**src/rtl/parking_space_counter.sv**
```systemverilog
// ---------------------------------------------------------------------------
// parking_space_counter
//
// Purpose: front end of the parking display path. Synchronises and debounces
// the raw entry/exit car sensors, keeps the number of free spaces as two BCD
// digits, and drives the gate-open outputs, the full flag and the one-cycle
// reject/error pulses.
//
// Ports:
//   clk            in   system clock, rising edge
//   rst            in   synchronous active-high reset
//   car_in         in   raw entry sensor (asynchronous, active-high)
//   car_out        in   raw exit sensor (asynchronous, active-high)
//   free_tens      out  BCD tens digit of free spaces
//   free_ones      out  BCD ones digit of free spaces
//   full           out  high while no space is free
//   gate_in_open   out  entry gate drive
//   gate_out_open  out  exit gate drive
//   reject         out  one-cycle pulse: entry refused, lot full
//   error          out  one-cycle pulse: exit seen while lot already empty
//
// Sensor index 0 is the entry sensor, index 1 is the exit sensor throughout.
// ---------------------------------------------------------------------------
module parking_space_counter #(
    parameter int unsigned CAPACITY         = 20,
    parameter int unsigned DEBOUNCE_CYCLES  = 4,
    parameter int unsigned GATE_HOLD_CYCLES = 16
) (
    input  logic       clk,
    input  logic       rst,
    input  logic       car_in,
    input  logic       car_out,
    output logic [3:0] free_tens,
    output logic [3:0] free_ones,
    output logic       full,
    output logic       gate_in_open,
    output logic       gate_out_open,
    output logic       reject,
    output logic       error
);

    localparam logic [3:0]  CAP_TENS  = 4'(CAPACITY / 10);
    localparam logic [3:0]  CAP_ONES  = 4'(CAPACITY % 10);
    localparam logic        CAP_ZERO  = (CAPACITY == 0);
    localparam logic [7:0]  DB_LIMIT  = 8'(DEBOUNCE_CYCLES);
    localparam logic [15:0] HOLD_LOAD = 16'(GATE_HOLD_CYCLES - 1);

    typedef enum logic {
        GATE_CLOSED = 1'b0,
        GATE_OPEN   = 1'b1
    } gate_state_e;

    logic [1:0]  raw_s;
    logic [1:0]  sync1_q;
    logic [1:0]  sync2_q;
    logic [1:0]  filt_q;
    logic [1:0]  filt_d;
    logic [1:0]  filt_prev_q;
    logic [1:0]  event_q;
    logic [7:0]  db_cnt_q [2];
    logic [7:0]  db_cnt_d [2];

    logic [3:0]  tens_q;
    logic [3:0]  tens_d;
    logic [3:0]  ones_q;
    logic [3:0]  ones_d;
    logic        full_q;
    logic        full_d;
    logic        reject_q;
    logic        reject_d;
    logic        error_q;
    logic        error_d;
    logic        is_zero_s;
    logic        at_cap_s;
    logic [1:0]  accept_s;

    gate_state_e gate_q  [2];
    logic [15:0] timer_q [2];

    assign raw_s = {car_out, car_in};

    // Debounce next-state: count consecutive samples that disagree with the filtered level
    always_comb begin
        for (int s = 0; s < 2; s++) begin
            filt_d[s]   = filt_q[s];
            db_cnt_d[s] = 8'd0;
            if (sync2_q[s] == filt_q[s]) begin
                db_cnt_d[s] = 8'd0;
            end else if ((db_cnt_q[s] + 8'd1) == DB_LIMIT) begin
                filt_d[s]   = sync2_q[s];
                db_cnt_d[s] = 8'd0;
            end else begin
                db_cnt_d[s] = db_cnt_q[s] + 8'd1;
            end
        end
    end

    // Synchroniser, debounce state and registered rising-edge event detection
    always_ff @(posedge clk) begin
        if (rst) begin
            sync1_q     <= 2'b00;
            sync2_q     <= 2'b00;
            filt_q      <= 2'b00;
            filt_prev_q <= 2'b00;
            event_q     <= 2'b00;
            db_cnt_q[0] <= 8'd0;
            db_cnt_q[1] <= 8'd0;
        end else begin
            sync1_q     <= raw_s;
            sync2_q     <= sync1_q;
            filt_q      <= filt_d;
            filt_prev_q <= filt_q;
            // Event is registered so the count reacts one cycle after the filtered edge
            event_q     <= filt_q & ~filt_prev_q;
            db_cnt_q[0] <= db_cnt_d[0];
            db_cnt_q[1] <= db_cnt_d[1];
        end
    end

    assign is_zero_s = (tens_q == 4'd0) && (ones_q == 4'd0);
    assign at_cap_s  = (tens_q == CAP_TENS) && (ones_q == CAP_ONES);

    // BCD count update, accept decisions and reject/error pulse generation
    always_comb begin
        tens_d   = tens_q;
        ones_d   = ones_q;
        reject_d = 1'b0;
        error_d  = 1'b0;
        accept_s = 2'b00;
        case (event_q)
            2'b01: begin
                if (!is_zero_s) begin
                    accept_s[0] = 1'b1;
                    if (ones_q == 4'd0) begin
                        ones_d = 4'd9;
                        tens_d = tens_q - 4'd1;
                    end else begin
                        ones_d = ones_q - 4'd1;
                    end
                end else begin
                    reject_d = 1'b1;
                end
            end
            2'b10: begin
                if (!at_cap_s) begin
                    accept_s[1] = 1'b1;
                    if (ones_q == 4'd9) begin
                        ones_d = 4'd0;
                        tens_d = tens_q + 4'd1;
                    end else begin
                        ones_d = ones_q + 4'd1;
                    end
                end else begin
                    error_d = 1'b1;
                end
            end
            // Simultaneous entry and exit: the leaving car frees the space, so no reject
            2'b11: begin
                accept_s = 2'b11;
            end
            default: begin
                accept_s = 2'b00;
            end
        endcase
        full_d = (tens_d == 4'd0) && (ones_d == 4'd0);
    end

    // Count digits, full flag and status pulses
    always_ff @(posedge clk) begin
        if (rst) begin
            tens_q   <= CAP_TENS;
            ones_q   <= CAP_ONES;
            full_q   <= CAP_ZERO;
            reject_q <= 1'b0;
            error_q  <= 1'b0;
        end else begin
            tens_q   <= tens_d;
            ones_q   <= ones_d;
            full_q   <= full_d;
            reject_q <= reject_d;
            error_q  <= error_d;
        end
    end

    // Gate FSMs: hold each gate open for GATE_HOLD_CYCLES, re-arming on a new accept
    always_ff @(posedge clk) begin
        if (rst) begin
            for (int g = 0; g < 2; g++) begin
                gate_q[g]  <= GATE_CLOSED;
                timer_q[g] <= 16'd0;
            end
        end else begin
            for (int g = 0; g < 2; g++) begin
                case (gate_q[g])
                    GATE_CLOSED: begin
                        if (accept_s[g]) begin
                            gate_q[g]  <= GATE_OPEN;
                            timer_q[g] <= HOLD_LOAD;
                        end else begin
                            gate_q[g]  <= GATE_CLOSED;
                            timer_q[g] <= 16'd0;
                        end
                    end
                    GATE_OPEN: begin
                        if (accept_s[g]) begin
                            timer_q[g] <= HOLD_LOAD;
                        end else if (timer_q[g] == 16'd0) begin
                            gate_q[g]  <= GATE_CLOSED;
                        end else begin
                            timer_q[g] <= timer_q[g] - 16'd1;
                        end
                    end
                    default: begin
                        gate_q[g]  <= GATE_CLOSED;
                        timer_q[g] <= 16'd0;
                    end
                endcase
            end
        end
    end

    assign free_tens     = tens_q;
    assign free_ones     = ones_q;
    assign full          = full_q;
    assign reject        = reject_q;
    assign error         = error_q;
    assign gate_in_open  = (gate_q[0] == GATE_OPEN);
    assign gate_out_open = (gate_q[1] == GATE_OPEN);

endmodule

```
**config.mk**
```make
export PLATFORM = sky130hd
export DESIGN_NAME = parking_space_counter
export DESIGN_NICKNAME = d
export VERILOG_FILES = /design/src/rtl/parking_space_counter.sv
export SDC_FILE = /design/constraint.sdc
export NUM_CORES = 1
export LEC_CHECK = 0
export CORE_ASPECT_RATIO = 0.7
export CORE_UTILIZATION = 35
export CTS_CLUSTER_DIAMETER = 120
export DETAILED_ROUTE_END_ITERATION = 12
export GPL_ROUTABILITY_DRIVEN = 0
export PLACE_DENSITY = 0.57
export SYNTH_ARGS = -nofsm -noshare
export SYNTH_HDL_FRONTEND = slang
export SYNTH_SLANG_ARGS = --single-unit
export TNS_END_PERCENT = 10
```
**constraint.sdc**
```tcl
create_clock -name clk -period 3 [get_ports clk]
set_input_delay 0.6 -clock clk [delete_from_list [all_inputs] [get_ports clk]]
set_output_delay 0.6 -clock clk [all_outputs]
set_load 0.02 [all_outputs]
```
==> results.md <==
- Status: completed
- Worst path max stage delay: 0.54 ns
- Endpoints failing hold: 0
- Total gr overflow: 0
- Final setup viols: 0
- Period utilization: 85.3%
- Synth Warn #: 0
- Clock Skew: 0.00800 ns
- Core Footprint: 10400 sq um
- Synth cell types: between 50 and 60
- H-Tree Level Count: 3
- Worst slack at placement: roughly 0.47 ns
- Syn Area/Cell: between 9 and 10 sq um
- Antenna viol nets, final: 0
- Design area: 4340 sq um
- Crit Reg-Reg Startpoint: free_ones[0]$_SDFF_PP0_
- Final Slew Violations: 0
- Seq cells post-synth: 71
- Switching Share: 18.0%
- Sw Pwr: about 380 uW
- Antenna violations before repair: 0
- Worst EP required: 3.06 ns
- Layout cells sized above 1: 8.54%
- Post-synth EDFFs: 33
- Top_reg_cell synth: dfxtp_1
- First-pass GRT wire length: roughly 12000 um
- Largest net degree at the start of global routing: 21
- CP bufs+invs: 1
- PnR worst setup slack: between 0.4 and 0.5 ns
- Post-cts sizing count: 0
- Syn Inst Count: about 390
- Drt first pass iters: 4
- Total CTS buffers: 9
- Die Ht: 88.6 um
- Final core occ: 41.7%
- WP data arrival: roughly 2.6 ns
- Clk pwr share: 51.5%
- PortBufs: 16
- FMAX: around 400 MHz
- Reg power frac: 47.7%
- Int Pwr: approximately 1700 uW
- Fin Setup TNS: 0 ns
- Placed instance area: 4020 sq um
- Flop2flop setup slack: 0.44 ns
- Layout area overhead: 15.5%
- Clock root buffer: clkbuf_16
- Crit path top cell by count: nor2_1
- Hold Path Sink: event_q[0]$_SDFF_PP0_
- Maximum vdd drop: around 0.23 mV
- Critical path's top delay family: simple AND/OR/NAND/NOR gates
- Worst r2r path cells: 7
- Fraction of registers with async set/reset: 0%
- Post-synthesis net count: 406
- Min Clock Period, post-route: 2.56 ns
- RR Endpoint: timer_q[1][15]$_SDFFCE_PN0P_
- Slowest-stage cell, CP: a31oi_1
- Worst Hold Class: reg2reg
- Nets: 425
- I/O pin count: 17
- Multi-input gate area: about 1800 sq um
- Initial drt markers: 181
- Clk slew on worst S/H paths: 0.05 ns
- Number of max-cap violations: 0
- Die W: 126 um
- Register area share after synthesis: around 47%
- Cells after DPL: approximately 530
- Max Root-Sink Buffers: 2
- GRT Total Usage: about 14%
- Post-Layout Cell Count: 542
- Unrepaired setup endpoints after global routing: no
- Measured slew at the worst slew-check pin: 0.609 ns
- Routed vias: 2715
- Crit Path Category: reg2reg
- Crit start category: register
- Slew Limit Headroom: 59.2%
- Flip-flop and latch area: 1750 sq um
- Leak: roughly 0.0018 uW
- PD cells: 488 nW/um^2
- Initial Util: 36.1%
- Final wirelength: ~7200 um
- CTS tree: built
- Critical path startpoint: free_ones[0]$_SDFF_PP0_
- Hold path depth: 1
- Min-delay src: filt_prev_q[0]$_SDFF_PP0_
- CP cell instances: inv_1 -> ha_1 -> nor3b_4 -> a31oi_1 -> nor2_1 -> nand2b_1 -> nor2_1
- Row count: 31
- Drt drc: 0
- Cts hold-fix bufs: 0
- Vias in the first global route: 2532
- Die area: 11100 sq um
- Combinational power share: 0.8%
- Fillers: 1001
- Skew-Pair Late Insertion Delay: 0.33 ns
- Crit-path max FO: 12
- DR WL/cell: 13.2 um
- Worst setup EP type: register
- DP HPWL: ~5000 um
- Post-synthesis instance area: 3750 sq um
- Post-CTS Setup Inserts: 0
- # clock sinks: 71
- Via-to-Cell Ratio: 5.01
- N_diodes: 0
==> cells by family (layout without fill, tap and decap cells) <==
logic type / after synthesis / after routing / share of synthesized area (%)
buffers and inverters: 29 / 53 / 4.13
muxes: 4 / 4 / 1.23
adders and majority gates: 16 / 16 / 5.33
AOI/OAI and AO/OA: 45 / 45 / 8.00
and+or+nand+nor: 181 / 181 / 25.3
xor gates and xnor gates: 40 / 40 / 9.33
DFF: 71 / 71 / 46.7
==> power groups by stage <==
stage                     clock [uW]  combinational, uW  sequential (uW)
after floorplan                    0               10.2             1030
after global placement             0               17.5             1030
after detailed placement           0               17.6             1030
after CTS                       1120               17.7             1010
after global routing            1160               19.2             1010
final                           1090               17.5             1010
==> registers in the layout, indices dropped and copies added, names as in the netlist <==
name,cells
full,1
db_cnt_q,16
reject,1
free_tens,4
gate_q,2
filt_q,2
timer_q,32
error,1
filt_prev_q,2
sync2_q,2
event_q,2
free_ones,4
sync1_q,2
==> synth_stat cells, drive strengths merged, types with 3 or more instances <==
master	number	area [sq um]
and3	5	31.3
nor2b	12	75.1
nor4	8	62.6
or4	3	26.3
dfxtp	38	761
edfxtp	33	991
inv	16	60.1
buf	10	83.8
nor2	65	244
xor2	21	184
a21oi	9	52.6
o21ai	17	85.1
nor3b	3	33.8
ha	16	200
nand3	18	90.1
xnor2	19	166
nand4b	4	35.0
clkbuf	3	11.3
nand2b	9	56.3
nand3b	3	22.5
nand2	21	86.3
nand4	3	18.8
nor3	16	80.1
==> worst max-delay path by stage <==
stage               cells after the start                            to  slack (ns)
floorplan                               6       timer_q[1][0]$_DFFE_PP_        0.64
global placement                        7   timer_q[1][7]$_SDFFCE_PN0P_        0.53
detailed placement                      6  timer_q[1][15]$_SDFFCE_PN0P_        0.47
CTS                                     6  timer_q[1][15]$_SDFFCE_PN0P_        0.46
global route                            7   timer_q[0][1]$_SDFFCE_PN0P_        0.18
finish                                  7  timer_q[1][15]$_SDFFCE_PN0P_        0.44
==> cells in the final DEF, fill, tap and decap left out, types with 17 or more instances in the layout <==
| master | count |
|---|---|
| nor2_1 | 65 |
| dfxtp_1 | 38 |
| edfxtp_1 | 33 |
| xor2_1 | 21 |
| nand2_1 | 20 |
| xnor2_1 | 19 |
| nand3_1 | 18 |
| o21ai_0 | 17 |
==> stage by stage <==
step	power [uW]	hold slack, ns
2_1_floorplan	1040	0.367
3_3_place_gp	1050	0.374
3_5_place_dp	1050	0.375
4_1_cts	2150	0.374
5_1_grt	2190	0.391
6_report	2120	0.376
==> per-layer routing <==
metal	share of wire (%)	GRT usage (%)	vias to the layer above
met3	4.0	4.17	12
met1	53	19.5	1262
li1	-	-	1396
met2	41	20.0	45
met4	1.9	5.81	0
met5	0	0	-
==> area by class of cell <==
type                    instances  area share [%]
multi-input cells             286            42.6
flip-flops and latches         71            40.4
clock inverters                 2           0.866
inverters                      16            1.38
well taps                     132            3.81
clock buffers                  14            6.41
repair buffers                 21            4.56
Power figures use the tool's default switching activity.
